`src/rtl/famicom_pad_responder.sv`:
```
// Pad-side 4021-style PISO responder for the console joypad port, re-timed into CLK.
// Strobe loads the button snapshot; each nCUP rising edge shifts one bit out on nD0.
module famicom_pad_responder #(
  parameter int   NBITS       = 8,
  parameter logic FILL        = 1'b0,
  parameter int   SYNC_STAGES = 2
) (
  input  logic             CLK,
  input  logic             nRST,
  input  logic             OUT_0,
  input  logic             nCUP,
  input  logic [NBITS-1:0] BTN,
  output logic             nD0,
  output logic [4:0]       SHIFT_CNT,
  output logic             EXHAUSTED
);

  typedef enum logic [1:0] {IDLE, LOAD, SHIFT, DONE} state_t;

  localparam logic [4:0] CNT_MAX = 5'(NBITS);

  state_t                 r_state;
  logic [NBITS-1:0]       r_shreg;
  logic [SYNC_STAGES-1:0] r_strb_sync;
  logic [SYNC_STAGES-1:0] r_cup_sync;
  logic                   r_cup_prev;

  logic             w_strb;
  logic             w_rise;
  logic [NBITS-1:0] w_shifted;

  always_ff @(posedge CLK or negedge nRST) begin
    if (!nRST) begin
      r_strb_sync <= '0;
      r_cup_sync  <= '1;
      r_cup_prev  <= 1'b1;
    end else begin
      r_strb_sync <= {r_strb_sync[SYNC_STAGES-2:0], OUT_0};
      r_cup_sync  <= {r_cup_sync[SYNC_STAGES-2:0], nCUP};
      r_cup_prev  <= r_cup_sync[SYNC_STAGES-1];
    end
  end

  assign w_strb    = r_strb_sync[SYNC_STAGES-1];
  assign w_rise    = r_cup_sync[SYNC_STAGES-1] & ~r_cup_prev;
  // Shift register is stored active-low, so the fill shifted in is the inverted SER level
  assign w_shifted = {~FILL, r_shreg[NBITS-1:1]};

  always_ff @(posedge CLK or negedge nRST) begin
    if (!nRST) begin
      r_state   <= IDLE;
      r_shreg   <= '1;
      nD0       <= 1'b1;
      SHIFT_CNT <= '0;
      EXHAUSTED <= 1'b0;
    end else if (w_strb) begin
      // Transparent load: tracks BTN every cycle, and any shift edge is swallowed
      r_state   <= LOAD;
      r_shreg   <= ~BTN;
      nD0       <= ~BTN[0];
      SHIFT_CNT <= '0;
      EXHAUSTED <= 1'b0;
    end else begin
      if (r_state == LOAD)
        r_state <= SHIFT;
      if (w_rise) begin
        r_shreg <= w_shifted;
        nD0     <= w_shifted[0];
        if (SHIFT_CNT != CNT_MAX)
          SHIFT_CNT <= SHIFT_CNT + 5'd1;
        if (SHIFT_CNT >= CNT_MAX - 5'd1) begin
          r_state   <= DONE;
          EXHAUSTED <= 1'b1;
        end
      end
    end
  end

endmodule

```
`config.mk`:
```
export PLATFORM = sky130hd
export DESIGN_NAME = famicom_pad_responder
export DESIGN_NICKNAME = d
export VERILOG_FILES = /design/src/rtl/famicom_pad_responder.sv
export SDC_FILE = /design/constraint.sdc
export NUM_CORES = 1
export LEC_CHECK = 0
export CORE_UTILIZATION = 45
export CTS_CLUSTER_SIZE = 16
export DETAILED_ROUTE_END_ITERATION = 6
export MAX_ROUTING_LAYER = met4
export PLACE_DENSITY_LB_ADDON = 0.2
export SLEW_MARGIN = 5
export SYNTH_ARGS = -nofsm -noshare
export SYNTH_HDL_FRONTEND = slang
export SYNTH_SLANG_ARGS = --single-unit
```
`constraint.sdc`:
```
create_clock -name CLK -period 1.5 [get_ports CLK]
set_input_delay 0.3 -clock CLK [delete_from_list [all_inputs] [get_ports CLK]]
set_output_delay 0.3 -clock CLK [all_outputs]
set_load 0.02 [all_outputs]
```
Word level (Yosys, flattened, before mapping):

Cells that the tools add are included.

* add/sub/neg operators: 1
* $mul: 0
* div/mod/pow operators: 0
* $lt $le $gt $ge: 1
* eq/ne operators: 1
* shift operators: 0
* multiplexer cells: 10
* bitwise logic cells: 4
* reduce and logical (&&, ||, !) cells: 5

Operator list (count)
* two-way mux 8 bit: 2
* two-way mux 5 bit: 3
* NOT 8 bit: 1
* nonzero test 2 bit: 3
* adder 5 x 1 -> 5 bit (second input constant): 1
* >= comparator 5 x 3 -> 1 bit (second input constant): 1
* two-way mux 1 bit: 5
* inequality test 5 x 4 -> 1 bit (second input constant): 1
* AND reduction 2 bit: 2
* NOT 1 bit: 2
* bitwise AND 1 bit: 1

* register bits after elaboration: 20
* bits in latches: 0
* memory bits (writable): 0
* memory bits (read-only): 0
* bits of input ports: 12
* memories kept: 0

Depth between registers and ports, before layout:

* depth after elaboration: 4
* depth in mapped cells: 5

Least setup slack after synthesis:

No wires, ideal clock.

* kind: register to register
* from: register SHIFT_CNT[0]
* to: register SHIFT_CNT[0]
* setup time: 0.125 ns
* data arrival time: 1.348 ns
* required time: 1.375 ns
* setup slack: 0.027 ns
* stages on the path, launching flop included: 6
* buffers on the path: 0
* cell sequence: dfrtp_1 inv_1 ha_1 and4bb_4 nor2_4 mux2_4

* cells in the longest elaborated chain, start to end: 4
* elaborated cells between the ends (all ways): 7
* classes of those cells: add/sub (1); eq/ne (1); mux (3); reduce/logical (2)

Ends and longest elaborated chain
* from (decl): RTL line 14 `output logic [4:0] SHIFT_CNT,`
* from (signal assigned): RTL line 70 `SHIFT_CNT <= SHIFT_CNT + 5'd1;`
* adder 5 x 1 -> 5 bit: RTL line 70
* two-way mux 5 bit: RTL line 69 `if (SHIFT_CNT != CNT_MAX)`
* two-way mux 5 bit: RTL line 66 `if (w_rise) begin`
* two-way mux 5 bit: RTL line 56 `end else if (w_strb) begin`

Several ways; a longest one is shown, not always the timed one. The select of a mux whose other input is x is not followed.
A chain may end at the register's enable or synchronous reset.

==> impl_metrics.csv <==
group,metric,value,unit
cts,cts_root_buffer,"clkbuf_4",
worst_setup_path,end_kind,"primary output",
worst_hold_path,hold_path_class,"in2async",
cts,path_clk_slew,0.11,ns
placement,dp_cells,109,
worst_setup_path,slowest_delay,0.54,ns
detailed_routing,ant_nets,0,
detailed_routing,detailedRoute.firstIterationViolations,7,
worst_setup_path,path_buf_inv,1,
worst_setup_path,path_cells,"dlygate4sd2_1",
yosys,synthCells,66,
yosys,yosys_warnings,0,
floorplan,ios,19,
global_routing,antenna_found_initial,0,
global_routing,use_met2,22.3,%
finish,nNetsFinal,103,
global_routing,grt_pass1_vias,513,
floorplan,placeableCoreArea,0.00176,mm2
yosys,yosysTopAreaCell,"dfstp_2",
sta,tightest_slew,0.235,ns
floorplan,start_util,49.3,%
sta,hold_violations,0,
sta,drv_slew,0,
finish,final_util,62.6,%
worst_setup_path,critPathRequiredTime,1.20,ns
sta,fin_tns_setup,0,ns
placement,place.gp.congestion,0.809,
detailed_routing,wl_per_cell,12.1,um
cts,cts_setup_buffers,0,
finish,drive_gt1_share,26.1,%
placement,io_buffers,18,
detailed_routing,vias_per_cell,4.94,
worst_setup_path,crit_family,"flip-flops",
finish,finalNonFillerCells,113,
cts,htree_levels,1,
global_routing,top_usage_layer,"met2",
cts,insertion_delay,0.29,ns
detailed_routing,drc,0,
global_routing,grt_pass1_wl,2.17,mm
yosys,synth_area_leaders,"dfstp_2 33%, dfrtp_1 23%, mux2i_1 17%, ha_1 2.9%, nor2_1 2.6%",
floorplan,num_rows,15,
global_routing,gr-usage-met1,20.5,%
global_routing,met3_usage,4.76,%
global_routing,grt_max_degree,20,
cts,clockBufferDepth,2,
sta,fin_crit_sh,96.3,%
yosys,ys_types,26,
sta,setup_viol,0,
floorplan,fp.dieH,46.0,um
cts,cts_buffers,3,
cts,cts_tree,"yes",
detailed_routing,routed_wl,1.37,mm
cts,clkSinkCount,19,
yosys,ys_seq_area_share,56.3,%
sta,relSlewSlack,84.4,%
worst_setup_path,critical_path_arrival,1.14,ns
worst_setup_path,crit_fanout,2,
detailed_routing,dr.pass1.iters,4,
finish,area_growth,26.9,%
placement,hpwl,983,um
run,drv_cap,0,
worst_setup_path,crit_type,"reg2out",
yosys,syn_area_per_cell,13.2,um2
floorplan,die_w,46.0,um
yosys,synth_top_area_share,33.2,%
sta,fin_crit,1.44,ns
yosys,syn_area,870,um2
yosys,postSynthNetCount,80,
worst_setup_path,slowest_stage,"dfstp_2",
sta,rsz0062_at_grt,"no",
detailed_routing,num_vias,558,
sta,worst_clock_skew,0.00576,ns
worst_setup_path,start_kind,"flip-flop",
status,outcome,"finished, final reports clean",
finish,diodes,0,
power,p_leak,0.524,nW
yosys,ys_ff_latch,19,
floorplan,dieArea,0.00211,mm2
power,ir_drop,0.000566,V
sta,fmax,0.693,GHz
global_routing,grt_overflow,0,
power,power.density,888,mW/mm2
global_routing,grtUsageTotal,15.9,%
## worst paths after layout
check	startpoint	endpoint	slack [ns]	cells past startpoint
max	r_shreg[0]	nD0	0.06	1
min	nRST	SHIFT_CNT[2]	0.33	2
max reg2reg	SHIFT_CNT[0]	SHIFT_CNT[0]	0.09	5
min reg2reg	r_strb_sync[0]	r_strb_sync[1]	0.36	0
max in group asynchronous	nRST	r_shreg[6]	0.91	2
min in group CLK	r_strb_sync[0]	r_strb_sync[1]	0.36	0
## repair_timing
action	CTS	global route
hold buffers	0	0
resized for setup	7	0
endpoints found under the setup margin	7	0
hold endpoints to repair	0	0
## cell usage in the layout, fill, tap and decap left out, types with 2 or more instances in the layout
| cell | instances |
|---|---|
| buf_4 | 3 |
| clkbuf_4 | 3 |
| clkdlybuf4s50_1 | 11 |
| dfrtp_1 | 8 |
| dfstp_2 | 11 |
| dlygate4sd2_1 | 7 |
| ha_1 | 2 |
| inv_1 | 2 |
| mux2i_1 | 15 |
| nand2b_1 | 2 |
| nor2_1 | 6 |
## sequential cells by signal, summed over array words and instances, names as in the netlist
register,flops
r_strb_sync,2
r_cup_sync,2
r_shreg,8
r_cup_prev,1
EXHAUSTED,1
SHIFT_CNT,5
## metrics by stage
step           setup WS, ns  hold slack [ns]  power, W  area [um2]
4_1_cts              0.0470            0.339  0.000989        1100
5_1_grt              0.0165            0.345   0.00102        1100
3_3_place_gp          0.108            0.338  0.000739        1090
6_report             0.0561            0.328  0.000980        1100
3_5_place_dp          0.104            0.337  0.000744        1090
2_1_floorplan        0.0266          0.00441  0.000675         870
## logic make-up (layout without fill, tap and decap cells)
logic type | Yosys count | in the layout | share of synthesized area, %
adders and majority gates | 2 | 2 | 2.88
DFF | 19 | 19 | 56.3
AOI/OAI and AO/OA | 5 | 5 | 4.03
muxes | 17 | 17 | 20.3
buffers and inverters | 5 | 27 | 2.88
xor gates and xnor gates | 1 | 1 | 1.01
and+or+nand+nor | 17 | 17 | 12.7
## area by class of cell
type	instances	area, um2
multi-input combinational	42	355
tap	25	31.3
clock buffer	4	26.3
inverter	2	7.51
timing repair buffer	21	194
sequential	19	489
fill	152	661
## layer usage
layer / share of wire (%) / wire (um)
met4: 0.73 / 10
met1: 48 / 658
met5: 0 / 0
met2: 46 / 633
met3: 4.9 / 67
## report_power, final
part / total, W / leakage (nW) / internal (W) / switching (W)
combinational: 0.000137 / 0.287 / 0.0000764 / 0.0000607
clock: 0.000252 / 0.0150 / 0.000103 / 0.000149
sequential: 0.000591 / 0.222 / 0.000570 / 0.0000206
## cell usage after synthesis, drive strengths merged
master	number
buf	3
a21oi	1
nand3	1
a211oi	1
mux2i	15
dfrtp	8
o21ai	1
xor2	1
inv	2
nor3	1
and4bb	1
a22oi	1
nand2	1
ha	2
nand2b	3
o21ba	1
nor2b	1
dfstp	11
mux2	2
nand3b	1
or3	1
nor2	7
No activity file was read; power rests on OpenSTA's default activity.
==> RTL edit, RTL diff (same flow settings) <==
The parameter `FILL` goes from 1'b0 to 1'b1.
--- a/src/rtl/famicom_pad_responder.sv
+++ b/src/rtl/famicom_pad_responder.sv
@@ -2,7 +2,7 @@
 // Strobe loads the button snapshot; each nCUP rising edge shifts one bit out on nD0.
 module famicom_pad_responder #(
   parameter int   NBITS       = 8,
-  parameter logic FILL        = 1'b0,
+  parameter logic FILL        = 1'b1,
   parameter int   SYNC_STAGES = 2
 ) (
   input  logic             CLK,
Function: same outputs for any inputs over 10 cycles, from zero or initial values and one cycle with nRST low; that may be too few to reach the edited logic, so the function may still have changed.
==> RTL edit against the unedited design <==
  * Wire length decreased by 7.0%
  * Setup slack improved by 0.023 ns
  * First-iteration DRC count decreased by 100%
  * Synthesized area increased by 0.29%
  * Design area decreased by 0.34%
  * Sequential share of layout area increased by 0.15 points
  * Worst hold slack got worse by 0.0060 ns
  * Power increased by 0.49%
  * Critical path depth unchanged
  * Combinational power decreased by 4%
  * Count of clock-buffer cells in the layout unchanged
  * Sequential power increased by 0.8%
  * Sequential cell count unchanged
  * Critical path type unchanged
  * Critical endpoint unchanged
  * Highest routed layer unchanged
==> RTL edit: results (changes against the unedited design) <==
GRT:
- The global-route wire length before repair came to 2.15 mm (-1.3%).
- The global routing usage summed across all routing layers is 0.153 (-0.00538).
- The maximum number of pins on one net before global-route repair is 20 (unchanged).
- The initial antenna violation count is 0 (unchanged).
- The number of global-route vias before repair is 514 (+0.19%).

Yosys:
- The number of library cell types mapped by synthesis is 25 (-3.8%).
- The net count after synthesis is 80 (unchanged).
- The number of warnings issued by yosys came to 0 (unchanged).
- Sorting the synthesized cells by how often they occur yields sky130_fd_sc_hd__mux2i_1 (16), sky130_fd_sc_hd__dfstp_2 (11), sky130_fd_sc_hd__dfrtp_1 (8), sky130_fd_sc_hd__nor2_1 (5).
- The sequential share of the synthesized area was 0.561 (-0.00161).
- By area the synthesized netlist is led by sky130_fd_sc_hd__dfstp_2 (33%), sky130_fd_sc_hd__dfrtp_1 (23%), sky130_fd_sc_hd__mux2i_1 (18%).
- The share of flip-flops with an asynchronous set or reset after synthesis came to 1.00 (unchanged).

Drt:
- The detailed router's first-iteration violation count is 0 (-7).
- The final wirelength came to 1.27 mm (-7.0%).
- The post-detailed-route via-to-cell ratio is 4.87 (-1.5%).
- The number of search-and-repair iterations in the first detailed-routing pass is 1 (-3).

Pwr:
- The total internal power is 0.000750 W (about the same).
- The static leakage came to 0.523 nW (-0.19%).
- The largest voltage drop on the vdd net is 701 µV (+24%).

Clock tree:
- The number of H-tree branching levels is 1 (unchanged).
- The post-CTS clock slew at the launch and capture registers of the worst setup and hold paths is 0.11 ns (about the same).
- The clock buffer count from CTS is 3 (unchanged).
- The later-pin clock latency in the skew report is 0.29 ns (about the same).
- The count of buffers added by post-CTS timing repair for setup is 0 (unchanged).
- The cell at the root of the clock tree is sky130_fd_sc_hd__clkbuf_4.

Final layout:
- The fraction of final layout cells sized beyond drive strength 1 is 0.253 (-0.00849).
- The largest registers in the layout are r_shreg x8, SHIFT_CNT x5.
- The count of inserted antenna diode cells came to 0 (unchanged).
- The final net count is 102 (-0.97%).

Timing:
- The final-report max-slew violation count is 0 (unchanged).
- The clock skew after layout is 0.00488 ns (-0.000883 ns).
- The slew of the pin with the lowest slew margin is 0.390 ns (+0.155 ns).

Setup path:
- The largest stage delay on the critical path is 0.54 ns (about the same).
- The arrival time of data at the critical path endpoint is 1.12 ns (-0.02 ns).
- The cell type of the slowest stage on the worst timing path is sky130_fd_sc_hd__dfstp_2.
- The maximum fanout along the worst path is 2 (unchanged).
- The category of cells accounting for the largest share of critical-path delay is flip-flops.

Placement:
- The worst setup slack after placement is 0.0968 ns (-0.00711 ns).
- The final weighted congestion in routability-driven placement is 0.763 (-5.7%).

Run status:
- The flow ran to the end, and the final reports show no timing, DRC or antenna violations.
-- RTL edit: path summary, 6_finish.rpt --
check                      slack [ns]             end            from  cells past startpoint
setup / recovery                 0.08             nD0      r_shreg[0]                      1
hold / removal                   0.32    SHIFT_CNT[0]            nRST                      2
setup reg to reg                 0.10    SHIFT_CNT[0]    SHIFT_CNT[0]                      5
hold reg to reg                  0.36  r_strb_sync[1]  r_strb_sync[0]                      0
max in group asynchronous        0.91      r_shreg[2]            nRST                      2
min in group CLK                 0.36  r_strb_sync[1]  r_strb_sync[0]                      0
-- RTL edit: cells by family after synthesis --
group                    after synthesis  share of synthesized area
buffers and inverters                  5                     0.0287
multiplexers                          18                      0.214
AND/OR/NAND/NOR                       17                      0.126
adder cells (fa/ha/maj)                2                     0.0287
flip-flops                            19                      0.561
AO/OA/AOI/OAI                          4                     0.0316
XOR/XNOR                               1                     0.0100
-- RTL edit: power groups by stage --
stage | registers (W) | logic, W | clock network [W]
3_3_place_gp | 0.000603 | 0.000135 | 0
2_1_floorplan | 0.000604 | 0.0000725 | 0
3_5_place_dp | 0.000606 | 0.000139 | 0
5_1_grt | 0.000602 | 0.000147 | 0.000281
6_report | 0.000596 | 0.000131 | 0.000257
4_1_cts | 0.000596 | 0.000134 | 0.000270
-- RTL edit: metal layers --
metal	share of wire	global-route usage
met5	0	-
met4	0.0078	0.0882
met3	0.046	0.0397
met2	0.47	0.231
met1	0.47	0.183
-- RTL edit: cell type report --
| type | instances | area [µm²] |
|---|---|---|
| inverters | 2 | 7.51 |
| fillers | 154 | 664 |
| multi-input cells | 42 | 358 |
| clock buffers | 4 | 26.3 |
| well taps | 25 | 31.3 |
| flip-flops and latches | 19 | 489 |
| repair buffers | 20 | 188 |
-- RTL edit: repair_timing --
item | in CTS | in global routing
gates resized for setup | 7 | 1
setup endpoints to repair | 7 | 1
gates cloned | 0 | 0
hold endpoints to repair | 0 | 0
-- RTL edit: per-stage QoR --
step | hold WS, ns | cell area, µm² | instances
6_report | 0.322 | 1100 | 112
5_1_grt | 0.354 | 1100 | 112
4_1_cts | 0.325 | 1100 | 112
3_5_place_dp | 0.339 | 1080 | 108
3_3_place_gp | 0.332 | 1080 | 108
2_1_floorplan | 0.00441 | 872 | 66
